`src/rtl/imm_gen_pkg.sv`:
```
// Shared constants and types for the pipelined immediate generator.
package imm_gen_pkg;

  localparam logic [6:0] OPC_LOAD   = 7'h03;
  localparam logic [6:0] OPC_OPIMM  = 7'h13;
  localparam logic [6:0] OPC_AUIPC  = 7'h17;
  localparam logic [6:0] OPC_STORE  = 7'h23;
  localparam logic [6:0] OPC_LUI    = 7'h37;
  localparam logic [6:0] OPC_BRANCH = 7'h63;
  localparam logic [6:0] OPC_JALR   = 7'h67;
  localparam logic [6:0] OPC_JAL    = 7'h6F;
  localparam logic [6:0] OPC_SYSTEM = 7'h73;

  typedef enum logic [2:0] {
    FMT_NONE  = 3'd0,
    FMT_I     = 3'd1,
    FMT_S     = 3'd2,
    FMT_B     = 3'd3,
    FMT_U     = 3'd4,
    FMT_J     = 3'd5,
    FMT_SHAMT = 3'd6
  } imm_fmt_e;

  // Skid occupancy: number of valid entries held by the stage.
  typedef enum logic [1:0] {
    StEmpty,
    StOne,
    StTwo
  } occ_e;

endpackage

```
`src/rtl/imm_decode_comb.sv`:
```
// Pure combinational instruction-to-immediate decode, ISA-correct or legacy zero-extended.
module imm_decode_comb
  import imm_gen_pkg::*;
#(
  parameter int unsigned XLEN        = 32,
  parameter bit          LEGACY_ZEXT = 1'b0,
  parameter int unsigned SHAMT_W     = 5
) (
  input  logic [31:0]     instr_i,
  output logic [XLEN-1:0] imm_o,
  output imm_fmt_e        fmt_o,
  output logic            illegal_o
);

  logic [63:0] imm64;
  logic [2:0]  funct3;
  logic        unused_imm_hi;

  assign funct3 = instr_i[14:12];

  always_comb begin
    imm64     = '0;
    fmt_o     = FMT_NONE;
    illegal_o = 1'b0;
    unique case (instr_i[6:0])
      OPC_LOAD, OPC_JALR: begin
        fmt_o = FMT_I;
        imm64 = LEGACY_ZEXT ? {52'b0, instr_i[31:20]} : {{52{instr_i[31]}}, instr_i[31:20]};
      end
      OPC_OPIMM: begin
        if (funct3 == 3'b001 || funct3 == 3'b101) begin
          fmt_o                 = FMT_SHAMT;
          imm64[SHAMT_W-1:0]    = instr_i[20 +: SHAMT_W];
        end else begin
          fmt_o = FMT_I;
          imm64 = LEGACY_ZEXT ? {52'b0, instr_i[31:20]}
                              : {{52{instr_i[31]}}, instr_i[31:20]};
        end
      end
      OPC_STORE: begin
        fmt_o = FMT_S;
        imm64 = LEGACY_ZEXT ? {52'b0, instr_i[31:25], instr_i[11:7]}
                            : {{52{instr_i[31]}}, instr_i[31:25], instr_i[11:7]};
      end
      OPC_BRANCH: begin
        fmt_o = FMT_B;
        imm64 = LEGACY_ZEXT
              ? {52'b0, instr_i[31], instr_i[7], instr_i[30:25], instr_i[11:8]}
              : {{51{instr_i[31]}}, instr_i[31], instr_i[7], instr_i[30:25], instr_i[11:8], 1'b0};
      end
      OPC_LUI, OPC_AUIPC: begin
        fmt_o = FMT_U;
        imm64 = LEGACY_ZEXT ? {44'b0, instr_i[31:12]}
                            : {{32{instr_i[31]}}, instr_i[31:12], 12'b0};
      end
      OPC_JAL: begin
        fmt_o = FMT_J;
        imm64 = LEGACY_ZEXT
              ? {44'b0, instr_i[31], instr_i[19:12], instr_i[20], instr_i[30:21]}
              : {{43{instr_i[31]}}, instr_i[31], instr_i[19:12], instr_i[20],
                 instr_i[30:21], 1'b0};
      end
      OPC_SYSTEM: begin
        // CSR address is an unsigned index; the legacy decoder never supported SYSTEM.
        if (LEGACY_ZEXT) begin
          illegal_o = 1'b1;
        end else begin
          fmt_o = FMT_I;
          imm64 = {52'b0, instr_i[31:20]};
        end
      end
      default: illegal_o = 1'b1;
    endcase
  end

  assign imm_o         = imm64[XLEN-1:0];
  assign unused_imm_hi = ^imm64;

endmodule

```
`src/rtl/imm_gen_pipe.sv`:
```
// Pipelined immediate generator: decode on capture, 2-entry skid buffer, synchronous flush.
module imm_gen_pipe
  import imm_gen_pkg::*;
#(
  parameter int unsigned XLEN        = 32,
  parameter bit          LEGACY_ZEXT = 1'b0,
  parameter int unsigned SHAMT_W     = 5
) (
  input  logic            clk,
  input  logic            rst_n,
  input  logic            in_valid,
  output logic            in_ready,
  input  logic [31:0]     in_instr,
  output logic            out_valid,
  input  logic            out_ready,
  output logic [XLEN-1:0] out_imm,
  output logic [2:0]      out_fmt,
  output logic            out_illegal,
  input  logic            flush
);

  typedef struct packed {
    logic [XLEN-1:0] imm;
    imm_fmt_e        fmt;
    logic            illegal;
  } entry_t;

  occ_e   state_q, state_d;
  entry_t main_q, main_d;
  entry_t skid_q, skid_d;
  entry_t dec;
  logic   in_fire, out_fire;

  imm_decode_comb #(
    .XLEN        (XLEN),
    .LEGACY_ZEXT (LEGACY_ZEXT),
    .SHAMT_W     (SHAMT_W)
  ) u_decode (
    .instr_i   (in_instr),
    .imm_o     (dec.imm),
    .fmt_o     (dec.fmt),
    .illegal_o (dec.illegal)
  );

  // Handshake flags come straight from the state register, never from out_ready.
  assign out_valid   = (state_q != StEmpty);
  assign in_ready    = (state_q != StTwo);
  assign out_imm     = main_q.imm;
  assign out_fmt     = main_q.fmt;
  assign out_illegal = main_q.illegal;

  assign in_fire  = in_valid & in_ready;
  assign out_fire = out_valid & out_ready;

  always_comb begin
    state_d = state_q;
    main_d  = main_q;
    skid_d  = skid_q;
    unique case (state_q)
      StEmpty: begin
        if (in_fire) begin
          main_d  = dec;
          state_d = StOne;
        end
      end
      StOne: begin
        if (in_fire && out_fire) begin
          main_d = dec;
        end else if (in_fire) begin
          skid_d  = dec;
          state_d = StTwo;
        end else if (out_fire) begin
          state_d = StEmpty;
        end
      end
      StTwo: begin
        if (out_fire) begin
          main_d  = skid_q;
          state_d = StOne;
        end
      end
      default: state_d = StEmpty;
    endcase
    // Flush beats every fire; payload registers are left untouched as they are don't-care.
    if (flush) begin
      state_d = StEmpty;
      main_d  = main_q;
      skid_d  = skid_q;
    end
  end

  always_ff @(posedge clk or negedge rst_n) begin
    if (!rst_n) begin
      state_q <= StEmpty;
      main_q  <= '0;
      skid_q  <= '0;
    end else begin
      state_q <= state_d;
      main_q  <= main_d;
      skid_q  <= skid_d;
    end
  end

endmodule

```
`config.mk`:
```
export PLATFORM = sky130hd
export DESIGN_NAME = imm_gen_pipe
export DESIGN_NICKNAME = d
export VERILOG_FILES = /design/src/rtl/imm_gen_pkg.sv /design/src/rtl/imm_decode_comb.sv /design/src/rtl/imm_gen_pipe.sv
export SDC_FILE = /design/constraint.sdc
export NUM_CORES = 1
export LEC_CHECK = 0
export ABC_AREA = 1
export BUFFER_PORTS_ARGS = -buffer_cell sky130_fd_sc_hd__clkbuf_2
export CAP_MARGIN = 20
export CORE_MARGIN = 3
export CORE_UTILIZATION = 45
export DETAILED_ROUTE_END_ITERATION = 7
export PLACE_DENSITY = 0.77
export SYNTH_ARGS = -nofsm -noshare
export SYNTH_HDL_FRONTEND = slang
export SYNTH_HIERARCHICAL = 1
export SYNTH_SLANG_ARGS = --single-unit
```
`constraint.sdc`:
```
create_clock -name clk -period 2.7 [get_ports clk]
set_clock_uncertainty 0.05 [all_clocks]
set_input_delay 0.405 -clock clk [delete_from_list [all_inputs] [get_ports clk]]
set_output_delay 0.405 -clock clk [all_outputs]
set_load 0.05 [all_outputs]
```
==> results.ini, run 1 <==
[status]
status=completed

[yosys]
synth-simple-area-share_pct=51.39
syn-instance-count=762
ys_warn_count=6
synthesis.nets=799
synth_top_family_by_area=simple AND/OR/NAND/NOR gates
synth_compound_area_share_pct=0.9483
muxShareOfSynthArea_pct=0
synthAdderAreaFrac_pct=0
yosysSeqAreaShare_pct=36.94
netlist_area_um2=5014
ys_ff_latch=74
synthXorXnorAreaFrac_pct=0
yosysTopAreaCell=dfrtp_1
ys_types=22
syn_avg_cell_area_um2=6.579
synth_top_cell_area_share_pct=36.94
synth_area_leaders=dfrtp_1 37%, nand2_1 20%, nand3_1 20%, nor2_1 6.1%, inv_1 3.5%

[placed_design]
dp_slack_ns=0.5064
portBuffers=74
place_congestion=0.8436
dp_hpwl_um=8854

[routing]
ant_nets=0
first_pass_iters=5
vias_per_cell=5.248
num_vias=5001
drc=0
dr.first_iter.drc_count=487
wl_met3_um=968
drt-total-wl_um=13300
maxUsedRoutingLayer=met4
wl_met2_um=5748
wl_per_cell_um=13.95
wl_met1_um=6361

[floorplan]
dieHeight_um=111.6
core_area_um2=10560
ioPinCount=75
start_util_pct=47.50
fp-row-count=37
design.die.area_um2=12440
die_w_um=111.6

[clocking]
cts-root-buf=clkbuf_8
post_cts_buffers=0
cts.repair.resized=0
clock_path_buffers=2
clk_transition_reported_paths_ns=0.07
cts_sinks=74
h-tree-depth=3
cts_made_buffers=9
clk_latency_ns=0.35
ctsHoldBuffers=0
cts_tree=built

[cells_and_area]
layout_commonest_cell=nand2_1
antenna_cells=0
drive_above_1_share_pct=16.16
layout_common_cells=272 x nand2_1, 202 x nand3_1, 82 x nor2_1
final_net_count=849
syn2layout_area_growth_pct=10.68
nFillCells=1089

[sta]
layout_min_cycle_time_ns=2.284
slew_headroom_pct=43.55
period_share_pct=84.60
fmax_ghz=0.4378
worstMarginPinSlew_ns=0.8447
setup_tns_ns=0
rsz0062_at_grt=no
finalSetupViolCount=0
finalHoldViolCount=0
fin_ws_ns=0.4159
slew_viol_final=0

[setup_path]
worstPathRequired_ns=2.25
cp.arrival_ns=1.83
worstSetupStartpointType=flip-flop
cp-end-kind=output pin
cp_slowest_cell=dfrtp_1
path_depth=3
cpLargestDelayFamily=buffers and inverters
crit_path_max_fanout=37
critical_path_class=flip-flop to output pin
crit_chain=nand2_2, buf_4, clkbuf_2
crit_start=state_q[1]$_DFFE_PN0P_
cpPeakStageDelay_ns=0.55
reg2reg_depth=6
reg2reg_from=state_q[1]$_DFFE_PN0P_
path_buf_inv=2

[pwr]
power_density_nw_per_um2=500.7
vdd_drop_max_mv=0.3242
cellLeakagePower_nw=3.390

[grt]
grt_pass1_wl_um=22870
grt_max_degree=75
grt_antenna_before_repair=0
grt-ovfl-total=0
grt_use_total_pct=21.94
grt_pass1_vias=4517

[run]
drv_cap=0

[hold_path]
hp-class=input port to async pin

==> per-layer routing <==
metal  track usage, %  vias to the layer above
li1                 -                     2521
met4            6.975                        0
met2            32.21                      189
met3            3.859                       20
met5                0                        -
met1            32.85                     2271
==> through the flow <==
stage               util, %  hold slack (ns)  power, W  instances  cell area, um^2
floorplan                 -          0.05941  0.001701        762             5014
global placement      50.52           0.4040  0.001865        937             5333
detailed placement    50.52           0.4090  0.001870        937             5333
CTS                   52.57          0.03851  0.002799        953             5549
global route          52.57          0.06157  0.002913        953             5549
finish                52.57          0.02133  0.002779        953             5549
==> power by group <==
| group | switching, W | leakage (nW) | internal (W) |
|---|---|---|---|
| clock | 0.000399 | 0.110 | 0.000530 |
| combinational | 0.000479 | 2.26 | 0.000139 |
| sequential | 0.0000503 | 1.02 | 0.00118 |
| total | 0.000928 | 3.39 | 0.00185 |
==> logic make-up after synthesis <==
group	count (synthesis)
AO/OA/AOI/OAI	6
buffers and inverters	101
flip-flops	74
AND/OR/NAND/NOR	581
==> final cells by class <==
cell class                      count  area, um^2  area share (%)
Multi-Input combinational cell    587        2624           47.28
Sequential cell                    74        1852           33.37
Timing Repair Buffer               89       495.5           8.929
Inverter                           51       191.4           3.450
Clock buffer                       15       186.4           3.360
Tap cell                          136       170.2           3.067
Clock inverter                      1       30.03          0.5412
==> synth_stat cells <==
cell type  count
nand3_4        2
buf_6          9
buf_4         16
nor2_1        82
nand2_4        5
nand4_1        1
o22ai_1        1
o21ai_4        1
nor2_2         2
nor2_4         3
o211ai_1       1
a21boi_0       1
nand2_2       10
nand2_1      272
o21ai_0        2
nand3_2        1
nor2_8         1
inv_1         47
buf_2         25
inv_2          4
dfrtp_1       74
nand3_1      202
==> sequential cells by signal, summed over array words and instances (netlist names) <==
name and cells:
state_q 2, out_illegal 1, out_imm 32, out_fmt 3
skid_q 36
==> worst paths after layout <==
kind / end / slack, ns
setup / recovery: in_ready / 0.42
hold / removal: skid_q[8]$_DFFE_PN0P_ / 0.02
setup reg to reg: out_imm[11]$_DFFE_PN0P_ / 0.61
hold reg to reg: skid_q[29]$_DFFE_PN0P_ / 0.42
max in group asynchronous: skid_q[3]$_DFFE_PN0P_ / 2.24
min in group clk: state_q[0]$_DFFE_PN0P_ / 0.38
Power figures use the tool's default switching activity.
==> inputs of run 2 (changes only) <==
==> constraint.sdc (replaced) <==
create_clock -name clk -period 2.35 [get_ports clk]
set_clock_uncertainty 0.05 [all_clocks]
set_input_delay 0.3525 -clock clk [delete_from_list [all_inputs] [get_ports clk]]
set_output_delay 0.3525 -clock clk [all_outputs]
set_load 0.05 [all_outputs]
==> run 2 against run 1 <==
Compared with the run above: critical path depth stayed put; first-iteration DRC count is 23% lower; cell count is 0.21% higher; critical path type unchanged; non-clock buffer count is 2 higher; design area is 1.4% higher; critical endpoint unchanged; combinational power is 16% higher.
==> results.ini, run 2 (synthesized netlist as in run 1, its figures left out) <==
[grt]
grt-ovfl-total=0
grt_pass1_vias=4632
grt_antenna_before_repair=0
grt_use_total_pct=22.15
grt_pass1_wl_um=23180
grt_max_degree=75

[clocking]
cts_tree=built
cts.repair.resized=0
cts_sinks=74
clk_transition_reported_paths_ns=0.07
h-tree-depth=3
clk_latency_ns=0.36
cts-root-buf=clkbuf_8
cts_made_buffers=9
clock_path_buffers=2

[setup_path]
cp_slowest_cell=dfrtp_1
path_depth=3
r2r_end=skid_q[13]$_DFFE_PN0P_
cp-end-kind=output pin
path_buf_inv=2
worstPathRequired_ns=1.95
crit_path_max_fanout=8
reg2reg_slack_ns=0.64
crit_chain=inv_1, nand2_2, clkbuf_2
crit_path_end=in_ready
crit_start=state_q[0]$_DFFE_PN0P_
cpPeakStageDelay_ns=0.50
cpLargestDelayFamily=flip-flops
reg2reg_depth=6
reg2reg_from=state_q[1]$_DFFE_PN0P_
critical_path_class=flip-flop to output pin
cp.arrival_ns=1.43
worstSetupStartpointType=flip-flop

[floorplan]
core_area_um2=10560
dieHeight_um=111.6
die_w_um=111.6
ioPinCount=75
start_util_pct=47.50
design.die.area_um2=12440
fp-row-count=37

[placed_design]
place_congestion=0.8396
dp_hpwl_um=8913
portBuffers=74
dp_slack_ns=0.3200

[cells_and_area]
drive_above_1_share_pct=16.36
layout_commonest_cell=nand2_1
syn2layout_area_growth_pct=12.28
layout_common_cells=272 x nand2_1, 202 x nand3_1, 82 x nor2_1
final_net_count=851
regMostFlops=skid_q
largest_register_ffs=36
antenna_cells=0

[sta]
period_share_pct=78.07
worstMarginPinSlew_ns=0.6337
slew_viol_final=0
finalHoldViolCount=0
fin_ws_ns=0.5153
setup_tns_ns=0
slew_headroom_pct=57.71
layout_min_cycle_time_ns=1.835
rsz0062_at_grt=no
fmax_ghz=0.5450
finalSetupViolCount=0

[hold_path]
hp-class=input port to flip-flop
min_path_cells=4

[status]
status=completed

[routing]
ant_nets=0
drc=0
wl_per_cell_um=13.74
drt-total-wl_um=13120
first_pass_iters=4
vias_per_cell=5.259
num_vias=5022
dr.first_iter.drc_count=376

[pwr]
vdd_drop_max_mv=0.4164
power_density_nw_per_um2=613.6
cellLeakagePower_nw=3.427

[run]
drv_cap=0

run 2: repair_timing:
item | 4_1_cts | 5_1_grt
buffers inserted | 0 | 0
hold buffers | 1 | 0
hold endpoints to repair | 72 | 0
run 2: worst min-delay path by stage:
stage	from	end	slack, ns
after floorplan	rst_n	out_fmt[0]$_DFFE_PN0P_	0.007
after detailed placement	rst_n	out_imm[4]$_DFFE_PN0P_	0.38
final	in_valid	state_q[0]$_DFFE_PN0P_	0.31
after global routing	in_valid	state_q[0]$_DFFE_PN0P_	0.37
after global placement	rst_n	out_imm[4]$_DFFE_PN0P_	0.37
after CTS	in_valid	state_q[0]$_DFFE_PN0P_	0.31
run 2: report_power, final:
group | leakage (nW) | internal (W) | switching [W]
sequential | 1.02 | 0.00136 | 0.0000573
clock | 0.134 | 0.000840 | 0.000484
combinational | 2.27 | 0.000167 | 0.000549
total | 3.43 | 0.00236 | 0.00109
run 2: tightest hold or removal path: stages:
cell      delay [ns]
clkbuf_2        0.13
nand2_1         0.06
nand3_1         0.06
a21boi_0        0.07
run 2: per-stage QoR:
| stage | std cells | instance area, um^2 | util [%] | power [W] | hold slack, ns |
|---|---|---|---|---|---|
| after floorplan | 762 | 5014 | - | 0.001954 | 0.006909 |
| after global placement | 938 | 5353 | 50.71 | 0.002147 | 0.3690 |
| after detailed placement | 938 | 5353 | 50.71 | 0.002153 | 0.3752 |
| after CTS | 955 | 5629 | 53.33 | 0.003467 | 0.3103 |
| after global routing | 955 | 5629 | 53.33 | 0.003607 | 0.3717 |
| final | 955 | 5629 | 53.33 | 0.003454 | 0.3076 |
run 2: layout make-up:
class | count | area, um^2
clock buffer | 11 | 141.4
clock inverter | 5 | 125.1
fill | 1108 | 4926
inverter | 51 | 191.4
multi-input combinational | 587 | 2624
sequential | 74 | 1852
tap | 136 | 170.2
timing repair buffer | 91 | 525.5
run 2: metal layers:
metal | routed length (um) | track usage, % | share of wire, % | up-vias
met3 | 870 | 4.185 | 6.6 | 14
met2 | 5750 | 31.97 | 44 | 189
li1 | - | - | - | 2523
met1 | 6323 | 34.32 | 48 | 2296
met4 | 178 | 5.028 | 1.4 | 0
met5 | 0 | 0 | 0 | -
==> inputs of run 3 (changes only) <==
--- a/config.mk
+++ b/config.mk
@@ -5,13 +5,13 @@
 export SDC_FILE = /design/constraint.sdc
 export NUM_CORES = 1
 export LEC_CHECK = 0
-export ABC_AREA = 1
+export ABC_AREA = 0
 export BUFFER_PORTS_ARGS = -buffer_cell sky130_fd_sc_hd__clkbuf_2
 export CAP_MARGIN = 20
 export CORE_MARGIN = 3
 export CORE_UTILIZATION = 45
 export DETAILED_ROUTE_END_ITERATION = 7
-export PLACE_DENSITY = 0.77
+export PLACE_DENSITY = 0.79
 export SYNTH_ARGS = -nofsm -noshare
 export SYNTH_HDL_FRONTEND = slang
 export SYNTH_HIERARCHICAL = 1
==> constraint.sdc (replaced) <==
create_clock -name clk -period 1.8 [get_ports clk]
set_clock_uncertainty 0.05 [all_clocks]
set_input_delay 0.27 -clock clk [delete_from_list [all_inputs] [get_ports clk]]
set_output_delay 0.27 -clock clk [all_outputs]
set_load 0.05 [all_outputs]
==> run 3 against run 2 <==
Compared with the run above: core utilization rose by 4.5 points; sequential power rose by 26%; register-to-register slack got worse by 0.57 ns; setup slack got worse by 0.44 ns; flip-flop and latch count did not move; first-iteration DRC count fell by 64%; design area fell by 9.5%; worst hold slack got worse by 0.21 ns; critical endpoint is now out_imm[12]$_DFFE_PN0P_; highest routed layer unchanged.
==> results.ini, run 3 <==
[hold_path]
min_path_cells=2
hp-class=input port to flip-flop

[sta]
setup_tns_ns=0
finalHoldViolCount=0
slew_headroom_pct=50.90
finalSetupViolCount=0
layout_min_cycle_time_ns=1.725
rsz0062_at_grt=no
period_share_pct=95.86
fmax_ghz=0.5796
worstMarginPinSlew_ns=0.7326
slew_viol_final=0

[floorplan]
start_util_pct=46.99
die_w_um=101.9
design.die.area_um2=10380
fp-row-count=34
dieHeight_um=101.9
ioPinCount=75
core_area_um2=8806

[grt]
grt-ovfl-total=0
grt_pass1_wl_um=14970
grt_pass1_vias=2904
grt_max_degree=38
grt_use_total_pct=18.51
grt_antenna_before_repair=0

[cells_and_area]
largest_register_ffs=36
layout_commonest_cell=dfrtp_1
instances_no_fill=518
regMostFlops=skid_q
layout_common_cells=73 x dfrtp_1, 72 x clkbuf_2, 58 x mux2_2
final_net_count=442
syn2layout_area_growth_pct=23.07
drive_above_1_share_pct=62.93
antenna_cells=0
final_cell_area_um2=5092

[yosys]
yosysSeqAreaShare_pct=44.75
muxShareOfSynthArea_pct=34.11
async_flop_share_pct=100.0
synth_flop_cell=dfrtp_1
netlist_area_um2=4138
synth_compound_area_share_pct=9.404
synthTopCellsByCount=74 x dfrtp_1, 58 x mux2_2, 49 x mux2_4
synthXorXnorAreaFrac_pct=0
ys_warn_count=6
syn-instance-count=300
synth-edff-count=0
synthAdderAreaFrac_pct=0
ys_ff_latch=74
syn_avg_cell_area_um2=13.79
synth_most_common_cell=dfrtp_1
synth_top_cell_area_share_pct=44.75
synth-simple-area-share_pct=6.834
yosysTopAreaCell=dfrtp_1
ys_types=45
synthesis.nets=337
synth_top_family_by_area=multiplexers
synth_area_leaders=dfrtp_1 45%, mux2_4 18%, mux2_2 16%, buf_6 2.4%, a21o_1 2.2%

[setup_path]
cp_slowest_cell=dfrtp_1
worstSetupStartpointType=flip-flop
reg2reg_depth=5
crit_path_max_fanout=16
worstPathRequired_ns=1.97
critical_path_class=flip-flop to flip-flop
cp-end-kind=flip-flop
crit_chain=nor2b_4, buf_4, buf_12, mux2_2, mux2_4
cp.arrival_ns=1.90
cpPeakStageDelay_ns=0.46

[routing]
ant_nets=0
first_pass_iters=4
wl_per_cell_um=17.86
num_vias=2748
dr.first_iter.drc_count=135
drc=0
vias_per_cell=5.305
drt-total-wl_um=9253

[clocking]
clock_path_buffers=2
clk_transition_reported_paths_ns=0.08
cts_sinks=74
h-tree-depth=3
cts-root-buf=clkbuf_8
cts_made_buffers=9
clk_latency_ns=0.34
cts_tree=built

[placed_design]
dpl_cell_area_um2=4760
dp_hpwl_um=6549
portBuffers=74
placed_cells=492
place_congestion=0.8881

[pwr]
power.total_w=0.003821
cellLeakagePower_nw=2.719
vdd_drop_max_mv=0.4365
power_density_nw_per_um2=750.4

[status]
status=completed

[run]
drv_cap=0

-- run 3: cell types whose count changed in the layout (fill, tap and decap cells not counted), sizes merged, moves of 6 or more --
cell    change
nand2b      +6
and3        +9
nand3     -200
nor2       -82
a21o       +21
inv        -48
mux2      +109
nand2     -280
a21oi       +9
buf        +22
-- run 3: where the power goes --
part / switching, W / internal [W] / total, W
logic: 0.000350 / 0.000270 / 0.000620
clock network: 0.000611 / 0.000815 / 0.00143
registers: 0.0000422 / 0.00173 / 0.00178
-- run 3: area by class of cell --
type | count | area, um^2
Clock buffer | 11 | 141.4
Clock inverter | 5 | 77.57
Fill cell | 755 | 3714
Inverter | 3 | 11.26
Multi-Input combinational cell | 204 | 2101
Sequential cell | 74 | 1853
Tap cell | 108 | 135.1
Timing Repair Buffer | 113 | 773.2
-- run 3: kinds of logic after synthesis --
logic type             count (synthesis)
AOI/OAI and AO/OA                     49
buffers and inverters                 22
DFF                                   74
muxes                                109
and+or+nand+nor                       46
-- run 3: worst max-delay path: cells and delay by family (launching register included) --
| kind | cells | cell delay [ns] |
|---|---|---|
| DFF | 1 | 0.46 |
| and+or+nand+nor | 1 | 0.18 |
| buffers and inverters | 2 | 0.31 |
| muxes | 2 | 0.60 |
-- run 3: timing repair --
item / in CTS / in global routing
hold endpoints to repair: 13 / 0
pin swaps: 0 / 1
hold buffers: 1 / 0
gates resized for setup: 0 / 3
buffers inserted: 2 / 6
cloned: 0 / 1
endpoints found under the setup margin: 1 / 11
-- run 3: metrics by stage --
step	hold WS, ns	utilization, %	setup WS (ns)
2_1_floorplan	-0.07559	-	0.01457
3_3_place_gp	0.08974	54.05	-0.2714
3_5_place_dp	0.09117	54.05	-0.2748
4_1_cts	0.08525	56.82	0.01347
5_1_grt	0.1020	57.83	0.009629
6_report	0.09579	57.83	0.07456
-- run 3: path summary, 6_finish.rpt --
check	from	end	slack (ns)
max in group asynchronous	rst_n	out_fmt[2]$_DFFE_PN0P_	0.79
min in group asynchronous	rst_n	out_imm[17]$_DFFE_PN0P_	0.29
worst max-delay path	state_q[0]$_DFFE_PN0P_	out_imm[12]$_DFFE_PN0P_	0.07
worst min register to register	skid_q[7]$_DFFE_PN0P_	skid_q[7]$_DFFE_PN0P_	0.44
worst min-delay path	out_ready	state_q[1]$_DFFE_PN0P_	0.1
worst max register to register	state_q[0]$_DFFE_PN0P_	out_imm[12]$_DFFE_PN0P_	0.07
-- run 3: routing by layer --
metal | wire length, um | GRT usage [%]
met1 | 4330 | 24.85
met2 | 4535 | 30.28
met3 | 258 | 3.345
met4 | 129 | 6.559
met5 | 0 | 0
